==> src/rtl/pim_mac_if.sv <==
// Operand/result stream bundle between the bank read path, the PIM controller
// and the MAC engine.
`timescale 1ns/1ps
interface pim_mac_if #(
  parameter int LANES  = 4,
  parameter int DATA_W = 8,
  parameter int ACC_W  = 32,
  parameter int LEN_W  = 9
);
  logic                    start;
  logic [LEN_W-1:0]        len;
  logic                    signed_mode;
  logic                    saturate;
  logic                    in_valid;
  logic                    in_ready;
  logic [LANES*DATA_W-1:0] x_data;
  logic [LANES*DATA_W-1:0] w_data;
  logic                    res_valid;
  logic                    res_ready;
  logic [ACC_W-1:0]        res_data;
  logic                    res_overflow;
  logic                    busy;
  logic                    done;

  modport master (
    output start, len, signed_mode, saturate, in_valid, x_data, w_data, res_ready,
    input  in_ready, res_valid, res_data, res_overflow, busy, done
  );

  modport slave (
    input  start, len, signed_mode, saturate, in_valid, x_data, w_data, res_ready,
    output in_ready, res_valid, res_data, res_overflow, busy, done
  );
endinterface

==> src/rtl/pim_mac_array.sv <==
// Multi-lane streaming dot-product engine with per-operation signedness,
// saturation and sticky overflow reporting.
//
// state  | meaning
// IDLE   | waiting for start; operation parameters latched here
// ACCUM  | accepting operand beats until the beat count is exhausted
// RESULT | presenting res_data until the consumer accepts it
`timescale 1ns/1ps
module pim_mac_array #(
  parameter int LANES  = 4,
  parameter int DATA_W = 8,
  parameter int ACC_W  = 32,
  parameter int LEN_W  = 9
) (
  input  logic     clk,
  input  logic     rst_n,
  pim_mac_if.slave bus
);

  // Two guard bits above ACC_W hold any acc + beat_sum exactly in either mode.
  localparam int EXT_W = ACC_W + 2;

  localparam logic signed [EXT_W-1:0] S_MAX = {3'b000, {(ACC_W-1){1'b1}}};
  localparam logic signed [EXT_W-1:0] S_MIN = {3'b111, {(ACC_W-1){1'b0}}};
  localparam logic signed [EXT_W-1:0] U_MAX = {2'b00, {ACC_W{1'b1}}};

  typedef enum logic [1:0] {IDLE, ACCUM, RESULT} state_t;

  state_t             state, state_next;
  logic [ACC_W-1:0]   acc;
  logic [LEN_W-1:0]   remaining;
  logic               sgn_q, sat_q, ovf_q, done_q;
  logic               hs;
  logic signed [EXT_W-1:0] xe, we, beat_sum, acc_ext, acc_next;
  logic               too_high, too_low;
  logic [ACC_W-1:0]   acc_upd;

  assign hs = (state == ACCUM) && bus.in_valid;

  always_comb begin
    xe       = '0;
    we       = '0;
    beat_sum = '0;
    for (int i = 0; i < LANES; i++) begin
      xe = {{(EXT_W-DATA_W){sgn_q & bus.x_data[i*DATA_W+DATA_W-1]}}, bus.x_data[i*DATA_W +: DATA_W]};
      we = {{(EXT_W-DATA_W){sgn_q & bus.w_data[i*DATA_W+DATA_W-1]}}, bus.w_data[i*DATA_W +: DATA_W]};
      beat_sum = beat_sum + xe * we;
    end
    acc_ext  = {{2{sgn_q & acc[ACC_W-1]}}, acc};
    acc_next = acc_ext + beat_sum;
    too_high = sgn_q ? (acc_next > S_MAX) : (acc_next > U_MAX);
    too_low  = sgn_q ? (acc_next < S_MIN) : acc_next[EXT_W-1];
    acc_upd  = acc_next[ACC_W-1:0];
    if (sat_q && too_high)
      acc_upd = sgn_q ? {1'b0, {(ACC_W-1){1'b1}}} : {ACC_W{1'b1}};
    else if (sat_q && too_low)
      acc_upd = sgn_q ? {1'b1, {(ACC_W-1){1'b0}}} : '0;
  end

  always_comb begin
    state_next = state;
    case (state)
      IDLE:    if (bus.start) state_next = (bus.len == '0) ? RESULT : ACCUM;
      ACCUM:   if (hs && remaining == LEN_W'(1)) state_next = RESULT;
      RESULT:  if (bus.res_ready) state_next = IDLE;
      default: state_next = IDLE;
    endcase
  end

  always_ff @(posedge clk or negedge rst_n) begin
    if (!rst_n) begin
      state     <= IDLE;
      acc       <= '0;
      remaining <= '0;
      sgn_q     <= 1'b0;
      sat_q     <= 1'b0;
      ovf_q     <= 1'b0;
      done_q    <= 1'b0;
    end else begin
      state  <= state_next;
      done_q <= (state_next == RESULT) && (state != RESULT);
      case (state)
        IDLE: if (bus.start) begin
          acc       <= '0;
          ovf_q     <= 1'b0;
          remaining <= bus.len;
          sgn_q     <= bus.signed_mode;
          sat_q     <= bus.saturate;
        end
        ACCUM: if (hs) begin
          acc       <= acc_upd;
          ovf_q     <= ovf_q | too_high | too_low;
          remaining <= remaining - LEN_W'(1);
        end
        default: ;
      endcase
    end
  end

  // All handshake outputs decode registered state only.
  assign bus.in_ready     = (state == ACCUM);
  assign bus.res_valid    = (state == RESULT);
  assign bus.res_data     = acc;
  assign bus.res_overflow = ovf_q;
  assign bus.busy         = (state != IDLE);
  assign bus.done         = done_q;

endmodule

==> src/flat_wrapper.sv <==
// flat-port wrapper written by rule: the top's interface ports become plain ports
module pim_mac_array_flat 
#(
  parameter int LANES  = 4,
  parameter int DATA_W = 8,
  parameter int ACC_W  = 32,
  parameter int LEN_W  = 9
)
  (clk, rst_n, bus_start, bus_len, bus_signed_mode, bus_saturate, bus_in_valid, bus_x_data, bus_w_data, bus_res_ready, bus_in_ready, bus_res_valid, bus_res_data, bus_res_overflow, bus_busy, bus_done);
  pim_mac_if #(.LANES(LANES), .DATA_W(DATA_W), .ACC_W(ACC_W), .LEN_W(LEN_W)) bus_i ();
  input  logic clk;
  input  logic rst_n;
  input wire logic [$bits(bus_i.start)-1:0] bus_start;
  input wire logic [$bits(bus_i.len)-1:0] bus_len;
  input wire logic [$bits(bus_i.signed_mode)-1:0] bus_signed_mode;
  input wire logic [$bits(bus_i.saturate)-1:0] bus_saturate;
  input wire logic [$bits(bus_i.in_valid)-1:0] bus_in_valid;
  input wire logic [$bits(bus_i.x_data)-1:0] bus_x_data;
  input wire logic [$bits(bus_i.w_data)-1:0] bus_w_data;
  input wire logic [$bits(bus_i.res_ready)-1:0] bus_res_ready;
  output wire logic [$bits(bus_i.in_ready)-1:0] bus_in_ready;
  output wire logic [$bits(bus_i.res_valid)-1:0] bus_res_valid;
  output wire logic [$bits(bus_i.res_data)-1:0] bus_res_data;
  output wire logic [$bits(bus_i.res_overflow)-1:0] bus_res_overflow;
  output wire logic [$bits(bus_i.busy)-1:0] bus_busy;
  output wire logic [$bits(bus_i.done)-1:0] bus_done;
  assign bus_i.start = bus_start;
  assign bus_i.len = bus_len;
  assign bus_i.signed_mode = bus_signed_mode;
  assign bus_i.saturate = bus_saturate;
  assign bus_i.in_valid = bus_in_valid;
  assign bus_i.x_data = bus_x_data;
  assign bus_i.w_data = bus_w_data;
  assign bus_i.res_ready = bus_res_ready;
  assign bus_in_ready = bus_i.in_ready;
  assign bus_res_valid = bus_i.res_valid;
  assign bus_res_data = bus_i.res_data;
  assign bus_res_overflow = bus_i.res_overflow;
  assign bus_busy = bus_i.busy;
  assign bus_done = bus_i.done;
  pim_mac_array #(.LANES(LANES), .DATA_W(DATA_W), .ACC_W(ACC_W), .LEN_W(LEN_W)) u_core (.clk(clk), .rst_n(rst_n), .bus(bus_i));
endmodule
==> config.mk <==
export PLATFORM = sky130hd
export DESIGN_NAME = pim_mac_array_flat
export DESIGN_NICKNAME = d
export VERILOG_FILES = /design/src/rtl/pim_mac_if.sv /design/src/rtl/pim_mac_array.sv /design/src/flat_wrapper.sv
export SDC_FILE = /design/constraint.sdc
export NUM_CORES = 1
export LEC_CHECK = 0
export ABC_CLOCK_PERIOD_IN_PS = 19500
export CORE_MARGIN = 3
export CORE_UTILIZATION = 36
export DETAILED_ROUTE_END_ITERATION = 10
export PLACE_DENSITY = 0.65
export REMOVE_ABC_BUFFERS = 1
export SLEW_MARGIN = 15
export SYNTH_ARGS = -nofsm -noshare
export SYNTH_HDL_FRONTEND = slang
export SYNTH_SLANG_ARGS = --single-unit
==> constraint.sdc <==
create_clock -name clk -period 19.5 [get_ports clk]
set_input_delay 3.9 -clock clk [delete_from_list [all_inputs] [get_ports clk]]
set_output_delay 3.9 -clock clk [all_outputs]
set_load 0.02 [all_outputs]
-- After elaboration in Yosys (flattened, before gate mapping)
Index checks and enable logic that the tools add are counted.
- output and inout port bits: 37
- logic and storage cells: 68
- bits in registers: 47
- bits of input ports: 80
- add/subtract/negate cells: 5
- equality and inequality tests: 7
- magnitude comparators: 3
- multiply operators: 4
- reductions and logical operators: 11
- bitwise operators: 11
- multiplexer cells: 20
- operators by type and width (kind ; count):
    2-to-1 mux 32 bit ; 6
    adder 34 bit ; 3
    multiplier 9 x 9 -> 18 bit ; 4
    one-hot mux 32 bit (2 select lines) ; 1
    adder 33 x 34 -> 34 bit ; 1
    greater-than comparator 34 x 32 -> 1 bit (second input constant) ; 1
    greater-than comparator 34 x 33 -> 1 bit (second input constant) ; 1
    < comparator 34 x 32 -> 1 bit (second input constant) ; 1
    2-to-1 mux 9 bit ; 2
    one-hot mux 9 bit (2 select lines) ; 1
    bitwise AND 1 bit ; 9
    == test 9 x 1 -> 1 bit (second input constant) ; 1
    logical NOT 9 bit ; 1
    subtractor 9 x 1 -> 9 bit (second input constant) ; 1
    2-to-1 mux 2 bit ; 4
    one-hot mux 2 bit (3 select lines) ; 1
    logical AND 1 bit ; 5
    == test 2 bit (second input constant) ; 2
    2-to-1 mux 1 bit ; 4
    inequality test 2 bit (second input constant) ; 2
    nonzero test 2 bit ; 2
    AND reduction 3 bit ; 1
    == test 2 x 1 -> 1 bit (second input constant) ; 1
    logical NOT 2 bit ; 1
    other kinds (4) ; 5

-- Longest topological paths before layout
- depth in word-level cells: 13
- mapped depth: 38
- mapped depth without buffers: 36

-- Least setup slack after synthesis
OpenSTA, ideal clock, no wires.
- path type: input port to flip-flop
- from: in bus_w_data[23]
- to: reg u_core.acc[1] (netlist: u_core.bus.res_data[1])
- data arrival time: 12.902 ns
- stages: 33
- required time: 19.374 ns
- slack: 6.472 ns
- buffers on the path: 2
- setup time: 0.126 ns
- path through: clkbuf_1 > nand2_1 > or2_2 > fa_1 > fa_1 > inv_1 > fa_1 > fa_1 > inv_1 > fa_1 > inv_1 > ha_1 > a21oi_1 > nor2b_1 > o21a_1 > o22ai_1 > o21ai_0 > o41ai_1 > xnor2_1 > fa_1 > fa_1 > inv_1 > fa_1 > ha_1 > and3_1 > and2_0 > a221o_1 > or3_1 > o211ai_2 > nor4_4 > a41o_4 > buf_6 > a221o_1
- word-level cells in the longest chain between the ends: 12
- elaborated cells on any way between the ends: 16
- classes of those cells: add/sub (3); mul (1); order compare (3); mux (6); bitwise (1); reduce/logical (2)
- RTL lines (item ; RTL line ; text):
    start: declaration ; flat_wrapper.sv:19 ; input wire logic [$bits(bus_i.w_data)-1:0] bus_w_data;
    bitwise AND 1 bit ; pim_mac_array.sv:46 ; we = {{(EXT_W-DATA_W){sgn_q & bus.w_data[i*DATA_W+DATA_W-1]}}, bus.w_data[i*DATA_W +: DATA_W]};
    multiplier 9 x 9 -> 18 bit (*) ; pim_mac_array.sv:47 ; beat_sum = beat_sum + xe * we;
    adder 34 bit (*) (2 in a row) ; pim_mac_array.sv:47 ;
    adder 33 x 34 -> 34 bit (*) ; pim_mac_array.sv:50 ; acc_next = acc_ext + beat_sum;
    < comparator 34 x 32 -> 1 bit ; pim_mac_array.sv:52 ; too_low = sgn_q ? (acc_next < S_MIN) : acc_next[EXT_W-1];
    2-to-1 mux 1 bit ; pim_mac_array.sv:52 ;
    logical AND 1 bit ; pim_mac_array.sv:56 ; else if (sat_q && too_low)
    2-to-1 mux 32 bit ; pim_mac_array.sv:56 ;
    2-to-1 mux 32 bit (*) ; pim_mac_array.sv:54 ; if (sat_q && too_high)
    2-to-1 mux 32 bit (*) ; pim_mac_array.sv:90 ; ACCUM: if (hs) begin
    one-hot mux 32 bit (2 select lines) (*) ; pim_mac_array.sv:82 ; case (state)
    end signal: assignment ; pim_mac_array.sv:91 ; acc <= acc_upd;
    end: declaration ; pim_mac_array.sv:30 ; logic [ACC_W-1:0] acc;
Mark *: on every way between the ends. The rest lies on a longest branch, timed or not. The select of a mux whose other input is x is not followed.
A chain may end at the register's enable or synchronous reset.

-- Worst setup path after layout
- from: in bus_w_data[31]
- to: reg u_core.acc[9] (netlist: u_core.bus.res_data[9])
- word-level cells in the longest chain between the ends: 11
- elaborated cells on any way between the ends: 15
- classes of those cells: add/sub (2); mul (1); order compare (3); mux (6); bitwise (1); reduce/logical (2)
- RTL lines (item ; RTL line):
    bitwise AND 1 bit ; pim_mac_array.sv:46
    multiplier 9 x 9 -> 18 bit (*) ; pim_mac_array.sv:47
    adder 34 bit (*) ; pim_mac_array.sv:47
    adder 33 x 34 -> 34 bit (*) ; pim_mac_array.sv:50
    < comparator 34 x 32 -> 1 bit ; pim_mac_array.sv:52
    2-to-1 mux 1 bit ; pim_mac_array.sv:52
    logical AND 1 bit ; pim_mac_array.sv:56
    2-to-1 mux 32 bit ; pim_mac_array.sv:56
    2-to-1 mux 32 bit (*) ; pim_mac_array.sv:54
    2-to-1 mux 32 bit (*) ; pim_mac_array.sv:90
    one-hot mux 32 bit (2 select lines) (*) ; pim_mac_array.sv:82
Marks and branches as above.

==> reports/summary.txt <==
Detail-routed via count per cell = 5.067
NumNets Final = 2605
Antenna-violating nets left = 0
Clock latency on the worst-skew pair = 310 ps
Global route hottest layer = met2
Cells after Synth = 1931
Synth area leaders = fa_1 40%, ha_1 13%, inv_1 8.3%
DIE AREA = 0.05167 mm2
Filler Cell Count = 4764
Largest family of logic cells by synthesized area = adder cells
Max Fclk = 69.08 MHz
Placer Congestion = 0.8935
Slowest stage delay, CP = 780 ps
Crit Path Class = primary input to register
Top cell type's share of synthesized area = 39.63%
Critical Path Sink Type = register
CP max-delay cell = o2111a_2
Synth Register Bits = 47
Fraction of layout cells with a size suffix above 1 = 2.514%
Critical path startpoint category = primary input
Post-Synth XOR/XNOR Area = 5.216%
Worst Clk Skew = 6.077 ps
Synth Area in Adders = 52.97%
CTS Hold Bufs = 0
Relative slew slack = 41.84%
Final hold violation count = 0
Commonest cells post-synth = 390 x inv_1, 349 x fa_1, 190 x nand2_1
Slew Limit Fails = 0
Post-CTS setup buffer count = 0
Total CTS buffers = 5
IO Pins = 117
Fin crit share = 74.23%
Most used cell, CP = fa_1
ANT cells = 0
First-pass GRT wire length = 73.53 mm
Die Y-Extent = 227.3 um
Initial antenna violation count = 0
DP Wirelength = 35.86 mm
Max cap viols = 0
Clock-pin slew on the worst setup and hold paths = 70 ps
Unrepaired setup endpoints after global routing = false
Iteration-0 DRC Markers = 650
Largest net degree at the start of global routing = 52
Clock sink count = 47
M2 GR Usage = 29.91%
Mux share of post-synthesis cell area = 0.1277%
WL/cell = 16.26 um
DR pass1 iterations = 5
Syn Area/Cell = 9.131 um2
TritonCTS clock tree = yes
Via count = 13.20k
Hold Path Depth = 1
CP Max Fanout = 31
Rows = 80
Routed wire length = 42.35 mm
H-tree depth = 2
Crit path arrival time = 14710 ps
Root Buffer = clkbuf_16
Final setup violating endpoints = 0
EDFF count, synth = 0
Status = finished clean
Number of global-route vias before repair = 14.41k
Die width = 227.3 um
I/O Buffers = 116
Finished Core Util = 40.47%
GRT Total Usage = 17.52%
Met3 Use GR = 1.883%
Largest area contributor in the netlist = fa_1
Worst EP required = 19740 ps
Ys Warns = 0
Netlist cell types = 67
Register area share after synthesis = 6.670%
Core Region = 0.04805 mm2
Max clock buf depth = 2
Hold Crit Class = register to register
Worst slew pin tran = 871.5 ps
Initial Utilization = 36.70%
Count leader, synth = inv_1
FFs w/ async S/R, synth = 100.0%
Worst r2r path cells = 32
Compound-Gate Fraction of Synth Area = 9.537%
Crit path time final = 14480 ps
Post-CTS Resized = 0
Global Route met1 Usage = 24.84%
Area Overhead vs Synth = 10.28%
Overflow after GRT = 0
DR DRC count = 0
Simple-gate share of the synthesized area = 15.36%
Setup TNS = 0 ps
Synthesized area = 0.01763 mm2
Ys flop type = dfrtp_1
stage by stage:
stage | hold WS (ps) | setup slack, ps | instance area, um2 | cells
6_report | 518.0 | 5025 | 19440 | 2604
3_5_place_dp | 509.0 | 4774 | 19270 | 2596
3_3_place_gp | 489.6 | 4986 | 19270 | 2596
5_1_grt | 555.8 | 4278 | 19440 | 2604
2_1_floorplan | 463.7 | 6721 | 17320 | 1862
4_1_cts | 521.6 | 5007 | 19440 | 2604
logic make-up after synthesis:
logic type / count (synthesis)
flops: 47
compound gates: 244
simple gates: 536
mux: 2
xor+xnor: 105
fa+ha+maj: 537
buf+inv: 460
flip-flops by register name (all words and copies together) (netlist names):
name	cells
u_core.sgn_q	1
u_core.remaining	9
u_core.sat_q	1
u_core.bus.res_overflow	1
u_core.bus.done	1
u_core.bus.res_data	32
u_core.state	2
cell type report:
class                   instances  area, um2  area share (%)
clock buffers                   5      125.1          0.6435
repair buffers                119       1179           6.062
multi-input cells            1424      14680           75.51
clock inverters                 3      43.79          0.2252
flip-flops and latches         47       1176           6.049
well taps                     615      769.5           3.958
inverters                     391       1468           7.548
layer usage:
metal  routed length, um  share of wire [%]
met1               18960                 45
met2               20570                 49
met3                2326                5.5
met4                 494                1.2
met5                   0                  0
path summary, 6_finish.rpt:
kind                                 startpoint                 endpoint  slack (ps)
worst max register to register     u_core.sgn_q   u_core.bus.res_data[9]        8260
worst min register to register  u_core.state[0]          u_core.state[1]         520
worst max-delay path             bus_w_data[31]   u_core.bus.res_data[9]        5020
min in group asynchronous                 rst_n  u_core.bus.res_data[21]        3700
max in group asynchronous                 rst_n  u_core.bus.res_data[15]       15330
worst min-delay path            u_core.state[0]          u_core.state[1]         520
worst max-delay path: cells and delay by family:
kind,cells,cell delay [ps]
adders and majority gates,10,4770
AOI/OAI and AO/OA,9,2160
and+or+nand+nor,7,2010
buffers and inverters,5,1480
xor gates and xnor gates,1,370
layout by cell type, fill, tap and decap left out, types with 5 or more instances in the layout:
master / netlist / final
o22ai_1: 6 / 6
a221o_1: 30 / 30
and2_1: 143 / 143
a31oi_1: 6 / 6
or3_1: 14 / 14
xor2_1: 24 / 24
nor2_1: 69 / 69
ha_1: 188 / 188
o21ai_0: 45 / 45
nand2_1: 190 / 190
inv_1: 390 / 390
or2_2: 21 / 21
clkdlybuf4s50_1: 0 / 115
o211ai_1: 11 / 11
a21oi_1: 74 / 73
nand4_1: 8 / 8
xnor2_1: 81 / 81
fa_1: 349 / 349
nor4_1: 5 / 5
and3_1: 15 / 15
dfrtp_1: 47 / 47
nor2b_1: 15 / 15
nor3_1: 20 / 20
nand3_1: 21 / 21
a21o_1: 14 / 14
o21a_1: 7 / 7
clkbuf_16: 0 / 5
Power is not shown: default switching activity piles up to over one toggle a cycle in this logic, so the estimate is an artifact.
